### src/rtl/bram_capture_ctrl.sv
// ---------------------------------------------------------------------------
// bram_capture_ctrl
//
// Sequencer for the sample-capture BRAM. An operator switch starts a capture
// that fills RAM_DEPTH words with FIR samples, after which the buffer is
// flagged full. A second switch then streams the stored words back out, one
// word per consumer step. The block owns both address counters and both BRAM
// enables so the top level only wires it to the switches, LEDs and the RAM.
//
// Ports:
//   clock           system clock, everything on the rising edge
//   i_reset         asynchronous active-high reset
//   i_capture       capture switch level (rising edge starts a capture)
//   i_read          read-out switch level (rising edge starts a read-out)
//   i_sample_valid  FIR sample present this cycle
//   i_read_step     consumer ready for the next word
//   o_write_enable  BRAM write enable
//   o_write_addr    BRAM write address
//   o_read_enable   BRAM read enable
//   o_read_addr     BRAM read address
//   o_read_valid    BRAM read data valid (one cycle after o_read_enable)
//   o_full          buffer holds a complete capture (LED)
//   o_busy          capturing or reading out
//   o_done          one-cycle pulse at the end of a capture or a read-out
// ---------------------------------------------------------------------------
module bram_capture_ctrl #(
    parameter int NB_ADDR   = 15,
    parameter int RAM_DEPTH = 32768
) (
    input  logic               clock,
    input  logic               i_reset,
    input  logic               i_capture,
    input  logic               i_read,
    input  logic               i_sample_valid,
    input  logic               i_read_step,
    output logic               o_write_enable,
    output logic [NB_ADDR-1:0] o_write_addr,
    output logic               o_read_enable,
    output logic [NB_ADDR-1:0] o_read_addr,
    output logic               o_read_valid,
    output logic               o_full,
    output logic               o_busy,
    output logic               o_done
);

    typedef enum logic [1:0] {
        IDLE  = 2'd0,
        WRITE = 2'd1,
        FULL  = 2'd2,
        READ  = 2'd3
    } state_t;

    // Counters wrap at RAM_DEPTH, which may be smaller than 2**NB_ADDR.
    localparam logic [NB_ADDR-1:0] LAST_ADDR = NB_ADDR'(RAM_DEPTH - 1);

    state_t             state;
    state_t             state_next;
    logic [NB_ADDR-1:0] write_addr;
    logic [NB_ADDR-1:0] write_addr_next;
    logic [NB_ADDR-1:0] read_addr;
    logic [NB_ADDR-1:0] read_addr_next;
    logic               write_enable;
    logic               read_enable;
    logic               read_valid;
    logic               done;
    logic               done_next;

    logic               capture_d;
    logic               read_d;
    logic               armed;
    logic               cap_rise;
    logic               rd_rise;

    // Switch edge detection. The delayed copies reset to 0, so a switch that
    // is already high when reset releases would look like an edge on the
    // first clock. 'armed' stays low for that first clock, which lets the
    // delayed copies pick up the real switch level before any edge counts.
    always_ff @(posedge clock or posedge i_reset) begin
        if (i_reset) begin
            capture_d <= 1'b0;
            read_d    <= 1'b0;
            armed     <= 1'b0;
        end else begin
            capture_d <= i_capture;
            read_d    <= i_read;
            armed     <= 1'b1;
        end
    end

    assign cap_rise = armed & i_capture & ~capture_d;
    assign rd_rise  = armed & i_read & ~read_d;

    // State register together with the address counters, the read-valid
    // delay that matches the one-cycle BRAM latency, and the done pulse.
    always_ff @(posedge clock or posedge i_reset) begin
        if (i_reset) begin
            state      <= IDLE;
            write_addr <= '0;
            read_addr  <= '0;
            read_valid <= 1'b0;
            done       <= 1'b0;
        end else begin
            state      <= state_next;
            write_addr <= write_addr_next;
            read_addr  <= read_addr_next;
            read_valid <= read_enable;
            done       <= done_next;
        end
    end

    // Next-state and enable decode. Edges arriving in WRITE or READ are
    // simply dropped. In FULL a capture request beats a read request so an
    // operator can always restart acquisition. The done pulse is registered,
    // so it lands in the first FULL cycle, which for a read-out is also the
    // cycle in which the last word is valid.
    always_comb begin
        state_next      = state;
        write_addr_next = write_addr;
        read_addr_next  = read_addr;
        done_next       = 1'b0;
        write_enable    = 1'b0;
        read_enable     = 1'b0;

        case (state)
            IDLE: begin
                if (cap_rise) begin
                    state_next      = WRITE;
                    write_addr_next = '0;
                end
            end

            WRITE: begin
                write_enable = i_sample_valid;
                if (i_sample_valid) begin
                    if (write_addr == LAST_ADDR) begin
                        write_addr_next = '0;
                        state_next      = FULL;
                        done_next       = 1'b1;
                    end else begin
                        write_addr_next = write_addr + NB_ADDR'(1);
                    end
                end
            end

            FULL: begin
                if (cap_rise) begin
                    state_next      = WRITE;
                    write_addr_next = '0;
                end else if (rd_rise) begin
                    state_next     = READ;
                    read_addr_next = '0;
                end
            end

            READ: begin
                read_enable = i_read_step;
                if (i_read_step) begin
                    if (read_addr == LAST_ADDR) begin
                        read_addr_next = '0;
                        state_next     = FULL;
                        done_next      = 1'b1;
                    end else begin
                        read_addr_next = read_addr + NB_ADDR'(1);
                    end
                end
            end

            default: begin
                state_next = IDLE;
            end
        endcase
    end

    // Status flags decode straight from the state register, so they are
    // glitch-free flop outputs. Data stays in the RAM during read-out, hence
    // full remains asserted in READ.
    assign o_write_enable = write_enable;
    assign o_write_addr   = write_addr;
    assign o_read_enable  = read_enable;
    assign o_read_addr    = read_addr;
    assign o_read_valid   = read_valid;
    assign o_full         = (state == FULL) | (state == READ);
    assign o_busy         = (state == WRITE) | (state == READ);
    assign o_done         = done;

endmodule

### config.mk
export PLATFORM = sky130hd
export DESIGN_NAME = bram_capture_ctrl
export DESIGN_NICKNAME = d
export VERILOG_FILES = /design/src/rtl/bram_capture_ctrl.sv
export SDC_FILE = /design/constraint.sdc
export NUM_CORES = 1
export LEC_CHECK = 0
export ABC_AREA = 1
export CORE_ASPECT_RATIO = 1.2
export CORE_MARGIN = 10
export CORE_UTILIZATION = 52
export CTS_CLUSTER_DIAMETER = 40
export DETAILED_ROUTE_END_ITERATION = 10
export PLACE_DENSITY = 0.86
export SYNTH_ARGS = -nofsm -noshare
export SYNTH_HDL_FRONTEND = slang
export SYNTH_SLANG_ARGS = --single-unit
### constraint.sdc
create_clock -name clock -period 1.85 [get_ports clock]
set_input_delay 0.2775 -clock clock [delete_from_list [all_inputs] [get_ports clock]]
set_output_delay 0.2775 -clock clock [all_outputs]
set_load 0.05 [all_outputs]
==> results of run 1 <==
==> synthesized netlist by cell type (2+ instances only) <==
library cell	instances	share of area, %
nand4_1	7	2.0
nor2_1	32	5.5
nand2_1	71	12
buf_4	2	0.69
inv_1	38	6.6
nor3_2	4	1.8
nor2_2	2	0.58
nor3_1	6	1.4
nand2_2	6	1.7
xor2_1	6	2.4
nand3_2	3	1.4
a21oi_1	8	1.8
o21ai_0	17	3.9
nor2_4	2	1.0
dfrtp_1	37	43
buf_6	2	1.0
nand3_1	23	5.3
o21ai_1	2	0.46
inv_2	4	0.69
ha_1	2	1.2
==> timing repair <==
action,4_1_cts,5_1_grt
gates resized for setup,0,1
setup endpoints to repair,0,1
hold buffers,0,0
hold endpoints to repair,0,0
==> flip-flops by register name (all words and copies together) (netlist names) <==
register      cells
state             2
o_write_addr     15
capture_d         1
armed             1
o_read_valid      1
o_read_addr      15
read_d            1
o_done            1
==> per-layer routing <==
| metal | wire (um) | part of all wire (%) | track usage (%) | vias to the layer above |
|---|---|---|---|---|
| li1 | - | - | - | 1008 |
| met1 | 2130 | 39 | 17.4 | 944 |
| met2 | 2810 | 52 | 29.0 | 55 |
| met3 | 375 | 6.9 | 5.48 | 13 |
| met4 | 125 | 2.3 | 7.19 | 0 |
| met5 | 0 | 0 | 0 | - |
==> cell type report <==
type / instances / area (um^2) / share of cell area, %
multi-input combinational: 203 / 1040 / 38.9
sequential: 37 / 926 / 34.6
timing repair buffer: 46 / 410 / 15.3
inverter: 42 / 158 / 5.89
clock buffer: 5 / 68.8 / 2.57
tap: 54 / 67.6 / 2.52
clock inverter: 1 / 5.00 / 0.187
==> through the flow <==
stage | hold WS, ns | util [%] | std cells | total power [mW] | area (um^2)
5_1_grt | 0.437 | 66.9 | 388 | 3.15 | 2680
4_1_cts | 0.407 | 66.8 | 388 | 2.98 | 2680
6_report | 0.394 | 66.9 | 388 | 2.95 | 2680
3_5_place_dp | 0.532 | 65.0 | 382 | 2.46 | 2600
3_3_place_gp | 0.523 | 65.0 | 382 | 2.44 | 2600
2_1_floorplan | 0.309 | - | 288 | 2.07 | 2170
==> final timing paths <==
| path | from | to | depth (start not counted) | slack, ns |
|---|---|---|---|---|
| worst max-delay path | o_write_addr[3] | o_write_addr[3] | 1 | 0.07 |
| worst min-delay path | i_reset | o_read_addr[1] | 3 | 0.39 |
| worst max register to register | o_read_addr[1] | o_read_addr[9] | 8 | 0.16 |
| worst min register to register | o_read_addr[5] | o_read_addr[5] | 1 | 0.53 |
| max in group asynchronous | i_reset | read_d | 3 | 1.12 |
| min in group clock | i_capture | capture_d | 1 | 0.47 |
==> power by group <==
part,total (mW),internal (mW),switching (mW)
Combinational,1.36,0.428,0.936
Sequential,1.07,0.919,0.153
Clock,0.514,0.247,0.266
==> cells by family after synthesis <==
logic type / after synthesis
compound gates: 34
xor+xnor: 7
fa+ha+maj: 2
buf+inv: 48
flops: 37
other cells: 1
simple gates: 159
==> impl_results.md, run 1 <==
- Status: complete, no violations
- DR pass1 iterations: 4
- PortBufs: 41
- Rows: 25
- TritonCTS clock tree: yes
- Synth Area in Adders: 1.15%
- Setup Buffers After CTS: 0
- Worst-path clk slew: 0.07 ns
- Vias in the first global route: 2136
- Simple-gate area share of the yosys netlist: 34.7%
- Largest family of logic cells by synthesized area: simple AND/OR/NAND/NOR gates
- Routability cong.: 0.937
- IR drop worst, VDD: 0.744 mV
- Netlist cell types: 34
- Post-synth EDFFs: 0
- Routed WL per cell: 14.0 um
- Initial antenna violation count: 0
- Antenna viol nets, final: 0
- Period utilization: 96.4%
- Path type of the worst min-delay path: primary input to asynchronous set/reset pin
- Sink Count: 37
- Clk_skew: 0.00646 ns
- Die Y: 90.8 um
- Slowest stage delay, CP: 0.82 ns
- Filler cell count: 341
- CTS Root Cell: clkbuf_8
- GRT Util Overall: 16.6%
- Share of cells above drive strength 1: 20.1%
- Most used DFF post-synth: dfrtp_1
- TNS Setup: 0 ns
- Avg Synthesized Cell Area: 7.55 um^2
- Synth Area in Compound Gates: 9.04%
- Max-Cap Viols: 0
- DR DRC count: 0
- Delay-heaviest family, CP: buffers and inverters
- Crit path capture type: output pin
- Commonest non-fill, non-tap cell in the layout: nand2_1
- CP Data Arrival Time: 1.51 ns
- Htree depth: 2
- Via density: 5.21
- Critical path class: flop to output pin
- Slew at the pin with the worst max-slew slack: 0.503 ns
- Syn Inst Count: 288
- Final hold vios: 0
- Worst-Skew Late Latency: 0.29 ns
- Mux contribution to synthesized area: 0%
- Leading cell types in the layout, fill and taps excluded: nand2_1 (71), inv_1 (38), dfrtp_1 (37), buf_4 (32), nor2_1 (31)
- Core ar.: 4000 um^2
- Die width: 79.0 um
- Final nets: 343
- Largest buffer count on any clock path: 2
- Cell Area, Synth: 2170 um^2
- Final setup fails: 0
- Final WL: 5.44 mm
- Register bit total from synthesis: 37
- Num CTS Buffers: 5
- Largest net degree at the start of global routing: 38
- Overflow after GRT: 0
- Synthesis-to-layout area growth: 23.2%
- RSZ-0062 raised after global routing: no
- Worst slew margin: 66.3%
- Worst slack, placed: 0.0486 ns
- Post-DP HPWL: 4.28 mm
- Power per cell area: 1100 nW/um^2
- Initial Util: 54.3%
- Number of diodes: 0
- Ys async rst share: 100%
- PnR worst setup slack: 0.0669 ns
- Critical Path, Cell by Cell: clkdlybuf4s50_1
- Minimum clock period: 1.78 ns
- Worst Path Buf+Inv: 1
- Crit path max fanout: 3
- First-iteration detailed-routing DRC count: 108
- LEAKAGE: 1.33 nW
- CP max-delay cell: clkdlybuf4s50_1
- Startpoint type of the worst setup path: flop
- Ports: 42
- CP Data Required Time: 1.57 ns
- Warnings, synthesis: 0
- Vias: 2020
- Post-Synth XOR/XNOR Area: 2.82%
- Die area: 7180 um^2
- Post-synthesis sequential area ratio: 42.6%
- First-pass GRT wire length: 9.82 mm
- Fmax: 561 MHz
- Synth Net Count: 296
- Slew Viols, Final: 0
No activity file was read; power rests on OpenSTA's default activity.
==> run 2, diff against run 1 <==
--- a/config.mk
+++ b/config.mk
@@ -11,6 +11,7 @@
 export CORE_UTILIZATION = 52
 export CTS_CLUSTER_DIAMETER = 40
 export DETAILED_ROUTE_END_ITERATION = 10
+export GPL_TIMING_DRIVEN = 0
 export PLACE_DENSITY = 0.86
 export SYNTH_ARGS = -nofsm -noshare
 export SYNTH_HDL_FRONTEND = slang
==> run 2 against run 1 <==
  * Sequential power about the same
  * Routed wire length is 0.57% lower
  * Maximum frequency shrank 1.0%
  * Critical path depth unchanged
  * Die area unchanged
  * Utilization increased by 2.1 points
  * Critical endpoint is now o_read_addr[1]
==> impl_results.md, run 2 (same netlist as run 1, synthesis figures left out) <==
- Startpoint type of the worst setup path: flop
- Leading cell types in the layout, fill and taps excluded: nand2_1 (70), inv_1 (37), dfrtp_1 (37), nor2_1 (32), nand3_1 (23)
- Part of the power in the clock network: 20.5% (+3.1 points)
- Worst-Skew Late Latency: 0.30 ns (about the same)
- Setup Buffers After CTS: 0 (unchanged)
- Final setup fails: 0 (unchanged)
- Core ar.: 4000 um^2 (unchanged)
- Worst slack, placed: -0.398 ns (-0.446 ns)
- Status: complete, no violations
- CP Data Arrival Time: 1.52 ns (about the same)
- Sink Count: 37 (unchanged)
- Post-DP HPWL: 4.11 mm (-3.9%)
- Initial Util: 54.3% (unchanged)
- Sw Share: 45.3% (-0.63 points)
- Vias: 2061 (+2.0%)
- Slew at the pin with the worst max-slew slack: 0.769 ns (+0.266 ns)
- Filler cell count: 366 (+7.3%)
- Final hold vios: 0 (unchanged)
- Commonest non-fill, non-tap cell in the layout: nand2_1
- Ports: 42 (unchanged)
- Power per cell area: 1120 nW/um^2 (+1.3%)
- Num CTS Buffers: 5 (unchanged)
- Minimum clock period: 1.80 ns (+0.0187 ns)
- Clk_skew: 0.00852 ns (+0.00206 ns)
- Htree depth: 2 (unchanged)
- Via density: 5.27 (+1.2%)
- Die Y: 90.8 um (unchanged)
- Part of the power in registers: 33.8% (-2.5 points)
- Antenna viol nets, final: 0 (unchanged)
- Initial antenna violation count: 0 (unchanged)
- Max-Cap Viols: 0 (unchanged)
- Worst Path Buf+Inv: 1 (unchanged)
- DR pass1 iterations: 5 (+1)
- Routability cong.: 0.937 (about the same)
- First-iteration detailed-routing DRC count: 141 (+31%)
- Critical Path, Cell by Cell: clkdlybuf4s50_1
- CTS Root Cell: clkbuf_8
- CP max-delay cell: clkdlybuf4s50_1
- Number of diodes: 0 (unchanged)
- DR DRC count: 0 (unchanged)
- Critical path class: flop to output pin
- Die width: 79.0 um (unchanged)
- IR drop worst, VDD: 0.654 mV (-12%)
- Fmax: 555 MHz (-1.0%)
- PortBufs: 41 (unchanged)
- Fin area: 2760 um^2 (+3.1%)
- Worst-path clk slew: 0.08 ns (about the same)
- Die area: 7180 um^2 (unchanged)
- Overflow after GRT: 0 (unchanged)
- Comb pwr share: 45.7% (-0.6 points)
- Largest buffer count on any clock path: 2 (unchanged)
- RSZ-0062 raised after global routing: no
- Area after DPL: 2650 um^2 (+1.9%)
- TNS Setup: 0 ns (unchanged)
- Path type of the worst min-delay path: primary input to asynchronous set/reset pin
- Crit path max fanout: 4 (+1)
- Vias in the first global route: 2053 (-3.9%)
- Largest net degree at the start of global routing: 38 (unchanged)
- GRT Util Overall: 15.6% (-1.0 points)
- Synthesis-to-layout area growth: 27.0%
- Psw: 1.40 mW (+2.9%)
- Delay-heaviest family, CP: buffers and inverters
- PnR worst setup slack: 0.0482 ns (-0.0187 ns)
- Worst-case hold slack: 0.433 ns (+0.0390 ns)
- Internal power: 1.68 mW (+5.6%)
- Worst slew margin: 48.6% (-18 points)
- Final nets: 344 (+0.29%)
- Slew Viols, Final: 0 (unchanged)
- Share of cells above drive strength 1: 12.2% (-7.9 points)
- First-pass GRT wire length: 9.20 mm (-6.3%)
- Final WL: 5.41 mm (-0.57%)
- TritonCTS clock tree: yes
- Crit path capture type: output pin
- Period utilization: 97.4% (+1.0 points)
- LEAKAGE: 1.54 nW (+16%)
- Rows: 25 (unchanged)
- CP Data Required Time: 1.57 ns (about the same)
- Routed WL per cell: 13.8 um (-1.3%)
- Slowest stage delay, CP: 0.82 ns (about the same)
-- run 2: changes by cell type in the layout (fill, tap and decap cells not counted), sizes merged --
| cell | before | now |
|---|---|---|
| buf | 35 | 6 |
| dlygate4sd2 | 0 | 14 |
| dlymetal6s2s | 0 | 11 |
| clkbuf | 5 | 8 |
| clkdlybuf4s50 | 11 | 14 |
| dlygate4sd1 | 0 | 1 |
-- run 2: power groups by stage --
stage	Sequential [mW]	Combinational (mW)	Clock [mW]
2_1_floorplan	1.33	0.741	0
3_3_place_gp	1.05	1.42	0
3_5_place_dp	1.06	1.45	0
4_1_cts	1.04	1.43	0.640
5_1_grt	1.06	1.52	0.685
6_report	1.04	1.41	0.630
-- run 2: worst paths after layout --
path / from / to / slack (ns) / cells past startpoint
min in group clock: i_capture / capture_d / 0.46 / 1
setup / recovery: o_read_addr[1] / o_read_addr[1] / 0.05 / 1
max in group asynchronous: i_reset / capture_d / 0.92 / 2
hold reg to reg: o_read_addr[5] / o_read_addr[5] / 0.55 / 1
setup reg to reg: o_write_addr[0] / o_write_addr[4] / 0.18 / 8
hold / removal: i_reset / o_read_addr[6] / 0.43 / 2
-- run 2: metal layers --
metal / part of all wire, % / track usage (%) / up-vias / wire [um]
met3: 7.6 / 5.88 / 20 / 413
met1: 39 / 16.4 / 947 / 2120
met2: 51 / 26.7 / 82 / 2730
met4: 2.7 / 6.59 / 0 / 148
li1: - / - / 1012 / -
met5: 0 / 0 / - / 0
-- run 2: cell type report --
type	instances	area (um^2)	share of cell area (%)
Timing Repair Buffer	41	410	14.9
Inverter	42	158	5.71
Sequential cell	37	926	33.5
Multi-Input combinational cell	203	1050	37.9
Tap cell	54	67.6	2.45
Clock buffer	7	96.3	3.49
Buffer	6	50.0	1.81
Clock inverter	1	5.00	0.181
-- run 2: stage by stage --
step	utilization (%)	power, mW	instances
CTS	68.4	3.11	391
global placement	66.2	2.47	383
finish	68.9	3.08	391
global route	68.9	3.27	391
detailed placement	66.2	2.50	383
floorplan	-	2.07	288
-- run 2: what timing repair did --
item,CTS,global route
gates resized for setup,20,17
hold buffers,0,0
pin swaps,0,0
setup endpoints to repair,16,20
